===== config.mk =====
export PLATFORM = sky130hd
export DESIGN_NAME = xfer_cmd_rx
export DESIGN_NICKNAME = d
export VERILOG_FILES = /design/src/rtl/xfer_pkg.sv /design/src/rtl/xfer_sync_fifo.sv /design/src/rtl/xfer_cmd_rx.sv
export SDC_FILE = /design/constraint.sdc
export NUM_CORES = 1
export LEC_CHECK = 0
export BUFFER_PORTS_ARGS = -buffer_cell sky130_fd_sc_hd__buf_4
export CORE_AREA = 2 2 117 119
export DETAILED_ROUTE_END_ITERATION = 7
export DIE_AREA = 0 0 119 121
export PLACE_DENSITY_LB_ADDON = 0.12
export SLEW_MARGIN = 15
export SYNTH_ARGS = -nofsm -noshare
export SYNTH_HDL_FRONTEND = slang
export SYNTH_SLANG_ARGS = --single-unit

===== constraint.sdc =====
create_clock -name clk -period 5.6 [get_ports clk]
set_input_delay 1.12 -clock clk [delete_from_list [all_inputs] [get_ports clk]]
set_output_delay 1.12 -clock clk [all_outputs]
set_load 0.01 [all_outputs]

===== src/rtl/xfer_pkg.sv =====
// Shared definitions for the transfer-centre serial command receiver:
// command codes, scanner command encodings and the frame parser states.
package xfer_pkg;

  localparam int CMD_BUF50   = 1;
  localparam int CMD_BUF_OK  = 2;
  localparam int CMD_SCAN    = 3;
  localparam int CMD_BUF_LOW = 4;
  localparam int CMD_FLUSH   = 5;
  localparam int CMD_NOP     = 6;
  localparam int CMD_BIN     = 7;
  localparam int CMD_ASCII   = 8;

  typedef enum logic [1:0] {
    SCAN_IDLE  = 2'b00,
    SCAN_START = 2'b01,
    SCAN_FLUSH = 2'b10
  } scan_cmd_e;

  typedef enum logic [1:0] {
    HUNT,
    CMD,
    LEN,
    DATA
  } state_e;

endpackage


===== src/rtl/xfer_sync_fifo.sv =====
// First-word-fall-through payload FIFO with synchronous flush and occupancy count.
// Flush overrides any push/pop in the same cycle.
module xfer_sync_fifo #(
  parameter int W     = 9,
  parameter int DEPTH = 8,
  localparam int AW   = $clog2(DEPTH),
  localparam int CW   = AW + 1
) (
  input  logic          clk,
  input  logic          rst,
  input  logic          push_i,
  input  logic [W-1:0]  wdata_i,
  input  logic          pop_i,
  input  logic          flush_i,
  output logic [W-1:0]  rdata_o,
  output logic          valid_o,
  output logic [CW-1:0] count_o,
  output logic          ovf_o
);

  logic [W-1:0]  mem_q [DEPTH];
  logic [AW-1:0] wr_q, rd_q;
  logic [CW-1:0] count_q;
  logic          full, do_pop, do_push;

  assign valid_o = (count_q != '0);
  assign full    = (count_q == CW'(DEPTH));
  assign do_pop  = pop_i & valid_o;
  // A pop frees the slot this cycle, so a push into a full FIFO is still accepted.
  assign do_push = push_i & (~full | do_pop);
  assign ovf_o   = push_i & ~do_push & ~flush_i;
  assign rdata_o = valid_o ? mem_q[rd_q] : '0;
  assign count_o = count_q;

  always_ff @(posedge clk or posedge rst) begin
    if (rst) begin
      wr_q    <= '0;
      rd_q    <= '0;
      count_q <= '0;
    end else if (flush_i) begin
      wr_q    <= '0;
      rd_q    <= '0;
      count_q <= '0;
    end else begin
      if (do_push) wr_q <= wr_q + AW'(1);
      if (do_pop)  rd_q <= rd_q + AW'(1);
      case ({do_push, do_pop})
        2'b10:   count_q <= count_q + CW'(1);
        2'b01:   count_q <= count_q - CW'(1);
        default: count_q <= count_q;
      endcase
    end
  end

  always_ff @(posedge clk) begin
    if (do_push && !flush_i) mem_q[wr_q] <= wdata_i;
  end

endmodule


===== src/rtl/xfer_cmd_rx.sv =====
// Serial command/data receiver: hunts for the sync word, decodes buffer-status
// commands, drives ready/scanner controls and queues payload words in a FIFO.
module xfer_cmd_rx
  import xfer_pkg::*;
#(
  parameter int                WORD_W      = 8,
  parameter logic [WORD_W-1:0] SYNC_WORD   = 8'hA5,
  parameter int                PAYLOAD_MAX = 4,
  parameter int                FIFO_DEPTH  = 8,
  localparam int               CNT_W       = $clog2(FIFO_DEPTH) + 1
) (
  input  logic              clk,
  input  logic              rst,
  input  logic              bit_valid,
  input  logic              bit_in,
  input  logic              peer_ready_in,
  output logic              ready_out,
  output logic [1:0]        scanner_cmd,
  output logic [WORD_W-1:0] data_out,
  output logic              data_ascii,
  output logic              data_valid,
  input  logic              data_ready,
  output logic [CNT_W-1:0]  fifo_count,
  output logic              err_pulse
);

  localparam int               BIT_W    = $clog2(WORD_W);
  localparam int               REM_W    = $clog2(PAYLOAD_MAX + 1);
  localparam logic [BIT_W-1:0] LAST_BIT = BIT_W'(WORD_W - 1);
  localparam logic [CNT_W-1:0] BP_LIMIT = CNT_W'(FIFO_DEPTH - PAYLOAD_MAX);

  state_e            state_q, state_d;
  logic [WORD_W-1:0] shift_q, word;
  logic [BIT_W-1:0]  cnt_q, cnt_d;
  logic [REM_W-1:0]  rem_q, rem_d;
  logic              follow_q, follow_d, ascii_q, ascii_d;
  logic              ready_q, err_q;
  scan_cmd_e         scan_q, scan_d;
  logic              word_done, len_ok, bad_word, push_req, flush, kill_ready, ovf;
  logic [WORD_W:0]   fifo_rdata;

  // The word as it stands once the current bit is shifted in.
  assign word      = {shift_q[WORD_W-2:0], bit_in};
  assign word_done = bit_valid & (cnt_q == LAST_BIT) & (state_q != HUNT);
  assign len_ok    = (word != '0) && (word <= WORD_W'(PAYLOAD_MAX));
  assign cnt_d     = (state_q == HUNT || (bit_valid && cnt_q == LAST_BIT)) ? '0
                   : cnt_q + BIT_W'(bit_valid);

  always_ff @(posedge clk or posedge rst) begin
    if (rst) state_q <= HUNT;
    else     state_q <= state_d;
  end

  always_comb begin
    state_d = state_q;
    unique case (state_q)
      HUNT:    if (bit_valid && word == SYNC_WORD) state_d = CMD;
      CMD:     if (word_done) state_d = (word == WORD_W'(CMD_BIN) ||
                                         word == WORD_W'(CMD_ASCII)) ? LEN : HUNT;
      LEN:     if (word_done) state_d = len_ok ? DATA : HUNT;
      DATA:    if (word_done && rem_q == REM_W'(1)) state_d = HUNT;
      default: state_d = HUNT;
    endcase
  end

  always_comb begin
    follow_d   = follow_q;
    ascii_d    = ascii_q;
    rem_d      = rem_q;
    scan_d     = SCAN_IDLE;
    bad_word   = 1'b0;
    push_req   = 1'b0;
    flush      = 1'b0;
    kill_ready = 1'b0;
    if (word_done) begin
      case (state_q)
        CMD: begin
          case (word)
            WORD_W'(CMD_BUF50): begin
              follow_d   = 1'b0;
              kill_ready = 1'b1;
              scan_d     = SCAN_FLUSH;
            end
            WORD_W'(CMD_BUF_OK), WORD_W'(CMD_BUF_LOW): follow_d = 1'b1;
            WORD_W'(CMD_SCAN): begin
              follow_d = 1'b1;
              scan_d   = SCAN_START;
            end
            WORD_W'(CMD_FLUSH): flush   = 1'b1;
            WORD_W'(CMD_NOP):   ;
            WORD_W'(CMD_BIN):   ascii_d = 1'b0;
            WORD_W'(CMD_ASCII): ascii_d = 1'b1;
            default:            bad_word = 1'b1;
          endcase
        end
        LEN: begin
          if (len_ok) rem_d = REM_W'(word);
          else        bad_word = 1'b1;
        end
        DATA: begin
          rem_d = rem_q - REM_W'(1);
          // Non-7-bit characters in an ASCII frame are dropped but still consume length.
          if (ascii_q && word[WORD_W-1]) bad_word = 1'b1;
          else                           push_req = 1'b1;
        end
        default: ;
      endcase
    end
  end

  always_ff @(posedge clk or posedge rst) begin
    if (rst) begin
      shift_q  <= '0;
      cnt_q    <= '0;
      rem_q    <= '0;
      follow_q <= 1'b0;
      ascii_q  <= 1'b0;
      ready_q  <= 1'b0;
      scan_q   <= SCAN_IDLE;
      err_q    <= 1'b0;
    end else begin
      if (bit_valid) shift_q <= word;
      cnt_q    <= cnt_d;
      rem_q    <= rem_d;
      follow_q <= follow_d;
      ascii_q  <= ascii_d;
      ready_q  <= ~kill_ready & follow_q & peer_ready_in & (fifo_count <= BP_LIMIT);
      scan_q   <= scan_d;
      err_q    <= bad_word | ovf;
    end
  end

  xfer_sync_fifo #(
    .W     (WORD_W + 1),
    .DEPTH (FIFO_DEPTH)
  ) u_fifo (
    .clk     (clk),
    .rst     (rst),
    .push_i  (push_req),
    .wdata_i ({ascii_q, word}),
    .pop_i   (data_ready),
    .flush_i (flush),
    .rdata_o (fifo_rdata),
    .valid_o (data_valid),
    .count_o (fifo_count),
    .ovf_o   (ovf)
  );

  assign data_out    = fifo_rdata[WORD_W-1:0];
  assign data_ascii  = fifo_rdata[WORD_W];
  assign ready_out   = ready_q;
  assign scanner_cmd = scan_q;
  assign err_pulse   = err_q;

endmodule


==> key figures <==
Run status
  – Status: complete, no violations

Setup path
  – Most used cell, CP: buf_4
  – Worst EP arrival: 2260 ps
  – R2R depth: 11
  – Critical path fanouts, max: 14
  – Critical Path Start: u_fifo.rd_q[0]
  – Critical path startpoint category: flip-flop
  – CP Cell Sequence: buf_4, mux4_2, mux2i_1, nor2_1, buf_4
  – CP max stage cell: dfrtp_1
  – Worst setup EP type: output port
  – RR Startpoint: u_fifo.count_o[0]
  – Worst path depth: 5
  – Crit Path Category: reg2out
  – Worst Path Buf+Inv: 2
  – Critical path required time: 4480 ps
  – Worst stage delay on the critical path: 580 ps
  – Top Family by Delay on Critical Path: multiplexers

Cells and area
  – Ant. Diodes: 0
  – Area growth syn-to-layout: 15.3%
  – Nets: 346
  – Ratio of cells with drive above 1 in the final layout: 23.5%
  – Post-layout instance area: 5210 um2

Timing
  – Final setup margin: 2220 ps
  – Period utilisation layout: 60.4%
  – Final hold violations: 0
  – Final setup skew: 7.45 ps
  – Fin crit period: 3380 ps
  – Fmax: 0.296 GHz
  – Final Max Tran Viols: 0
  – Slew margin rel.: 24.0%
  – Setup violation total in the final timing report: 0
  – Total negative slack: 0 ps
  – Slew @ Worst Pin: 1140 ps
  – RSZ-0062 raised after global routing: no

Placed design
  – Gp weighted congestion: 0.794
  – Post-place instance area: 4940 um2
  – Port buffer count: 23
  – DP HPWL: 5960 um
  – Post-placement setup slack: 2140 ps

Power and ir drop
  – Psw: 687 uW
  – Internal power: 1520 uW
  – Clk network pwr share: 25.6%
  – Worst vdd ir: 159 uV
  – Seq pwr share: 48.8%
  – Switching share of power: 31.1%
  – P_leak: 0.00186 uW
  – Combinational power share: 25.6%
  – Power Dens Cells: 424 nW/um2

Drt
  – Met2 WL post-DR: 4420 um
  – Post-Route WL: 9090 um
  – ANT nets after route: 0
  – Vias/cell: 4.94
  – M1 wire length: 4320 um
  – Iter 0 DRT Violations: 130
  – Avg WL per Cell: 17.7 um
  – Top Metal Used: met4
  – Met3 routed WL: 206 um
  – Via count: 2,528
  – First-pass DRT Iterations: 4
  – Post-route DRC: 0

Clocking
  – H-tree level count: 3
  – Clock slew at reported path FFs: 70 ps
  – Worst-Skew Late Latency: 350 ps
  – Post-CTS setup repair buffer count: 0
  – Root cell of the clock tree: clkbuf_16
  – CTS tree: built
  – CTS resizes: 0
  – TritonCTS Buffers: 9
  – CTS sink cnt: 103
  – Clock Tree Buf Depth: 2
  – Cts hold-fix bufs: 0

Worst hold path
  – Hold path depth: 2
  – Worst Hold Class: reg2reg
  – Hold Path Origin: rem_q[1]

Die
  – Die area: 14,400 um2
  – Num rows: 42
  – Die height: 121 um
  – Chip width: 119 um
  – Core area: 13,100 um2
  – Initial Utilization: 34.5%
  – Io pins: 24

Global route
  – Total gr overflow: 0
  – Pin count of the biggest net entering global routing: 32
  – Number of global-route vias before repair: 2,599
  – Initial antenna violation count: 0
  – First-pass GRT wire length: 14,800 um
  – Gr usage total: 13.8%

Synthesis
  – Part of the Yosys area used for sequential elements: 65.0%
  – Mapped Cells: 301
  – Syn nets: 316
  – Synth Register Bits: 103
  – YS warnings: 0
  – Share of flip-flops with an asynchronous set or reset: 30.1%
  – Number of synthesized flops with an enable pin: 72
  – Cell variety after synth: 48
  – Cell area after synthesis: 4520 um2
  – Top FF cell, synth: edfxtp_1
  – Synthesized area per cell: 15.0 um2

Job
  – # Max-Cap Violations: 0
final cells by class:
| class | count | area (um2) |
|---|---|---|
| clock inverters | 6 | 36.3 |
| well taps | 176 | 220 |
| flip-flops and latches | 103 | 2940 |
| clock buffers | 10 | 229 |
| multi-input cells | 177 | 1510 |
| fillers | 1230 | 7880 |
| repair buffers | 32 | 240 |
| inverters | 8 | 30.0 |
Yosys cell counts (3+ instances only):
| cell type | count | share of area (%) |
|---|---|---|
| dfrtp_1 | 31 | 17 |
| nand3_1 | 10 | 1.1 |
| mux2i_1 | 11 | 2.4 |
| mux4_2 | 18 | 9.0 |
| buf_2 | 4 | 0.44 |
| clkbuf_1 | 8 | 0.66 |
| o21ai_0 | 13 | 1.4 |
| nor4_1 | 3 | 0.42 |
| inv_1 | 8 | 0.66 |
| nor2_1 | 23 | 1.9 |
| edfxtp_1 | 72 | 48 |
| nor3_1 | 14 | 1.6 |
| and2_1 | 5 | 0.69 |
| xor2_1 | 5 | 0.97 |
| a21oi_1 | 10 | 1.1 |
| nand2b_1 | 3 | 0.42 |
| ha_1 | 8 | 2.2 |
| mux2_2 | 7 | 1.7 |
| nand2_1 | 14 | 1.2 |
flip-flops by register name, indices dropped and copies added, names as in the netlist, 2 cells and up:
register,flops
state_q,2
u_fifo.rd_q,3
shift_q,7
u_fifo.count_o,4
scanner_cmd,2
cnt_q,3
u_fifo.mem_q,72
rem_q,3
u_fifo.wr_q,3
through the flow:
stage | total power [uW] | util, % | hold slack [ps] | std cells
after floorplan | 1440 | - | 485 | 301
after global placement | 1670 | 37.7 | 539 | 496
after detailed placement | 1670 | 37.8 | 537 | 496
after CTS | 2240 | 39.8 | 553 | 512
after global routing | 2350 | 39.8 | 581 | 512
final | 2210 | 39.8 | 543 | 512
cell families (layout without fill, tap and decap cells):
logic type                 count (synthesis)  after routing  synth area share (%)
adders and majority gates                  9              9                  2.66
AOI/OAI and AO/OA                         36             36                  5.10
muxes                                     36             36                  13.2
DFF                                      103            103                  65.0
buffers and inverters                     21             56                  1.86
and+or+nand+nor                           90             90                  11.0
xor gates and xnor gates                   6              6                  1.16
cell usage in the layout, fill, tap and decap left out, types with 2 or more instances in the layout:
cell,synthesis,layout
mux2_2,7,7
nor2b_1,2,2
a21o_1,2,2
nor4bb_1,2,2
o41ai_1,2,2
and2_1,5,5
nand2_1,14,14
clkinv_1,0,2
nor2_1,23,23
mux4_2,18,18
a21oi_1,10,10
buf_4,0,32
edfxtp_1,72,72
mux2i_1,11,11
nor3_1,14,13
clkinvlp_4,0,2
nand2b_1,3,3
nand3_1,10,10
xor2_1,5,5
nand3b_1,2,2
nor4_2,0,2
clkbuf_16,0,9
dfrtp_1,31,31
ha_1,8,8
o21ai_0,13,13
inv_1,8,8
worst register-to-register path, delay by kind of cell (launching register included):
| kind | cells | cell delay [ps] |
|---|---|---|
| and+or+nand+nor | 5 | 880 |
| DFF | 1 | 540 |
| AOI/OAI and AO/OA | 3 | 420 |
| buffers and inverters | 2 | 410 |
| adders and majority gates | 1 | 270 |
path summary, 6_finish.rpt:
kind / to / slack (ps)
max in group asynchronous: shift_q[6] / 4440
worst max register to register: u_fifo.count_o[3] / 2940
worst max-delay path: data_out[0] / 2220
worst min-delay path: rem_q[1] / 540
worst min register to register: rem_q[1] / 540
min in group asynchronous: scanner_cmd[1] / 860
power by group through the flow:
stage / clock, uW / sequential [uW] / combinational, uW
final: 566 / 1080 / 565
after global routing: 615 / 1100 / 634
after CTS: 585 / 1080 / 577
after detailed placement: 0 / 1100 / 573
after global placement: 0 / 1100 / 573
after floorplan: 0 / 987 / 453
metal layers:
layer / up-vias / GRT usage (%)
li1: 1217 / -
met5: - / 0
met1: 1266 / 18.4
met3: 10 / 2.30
met4: 0 / 6.47
met2: 35 / 22.3
Note: power is estimated with default switching activity, not from simulation.
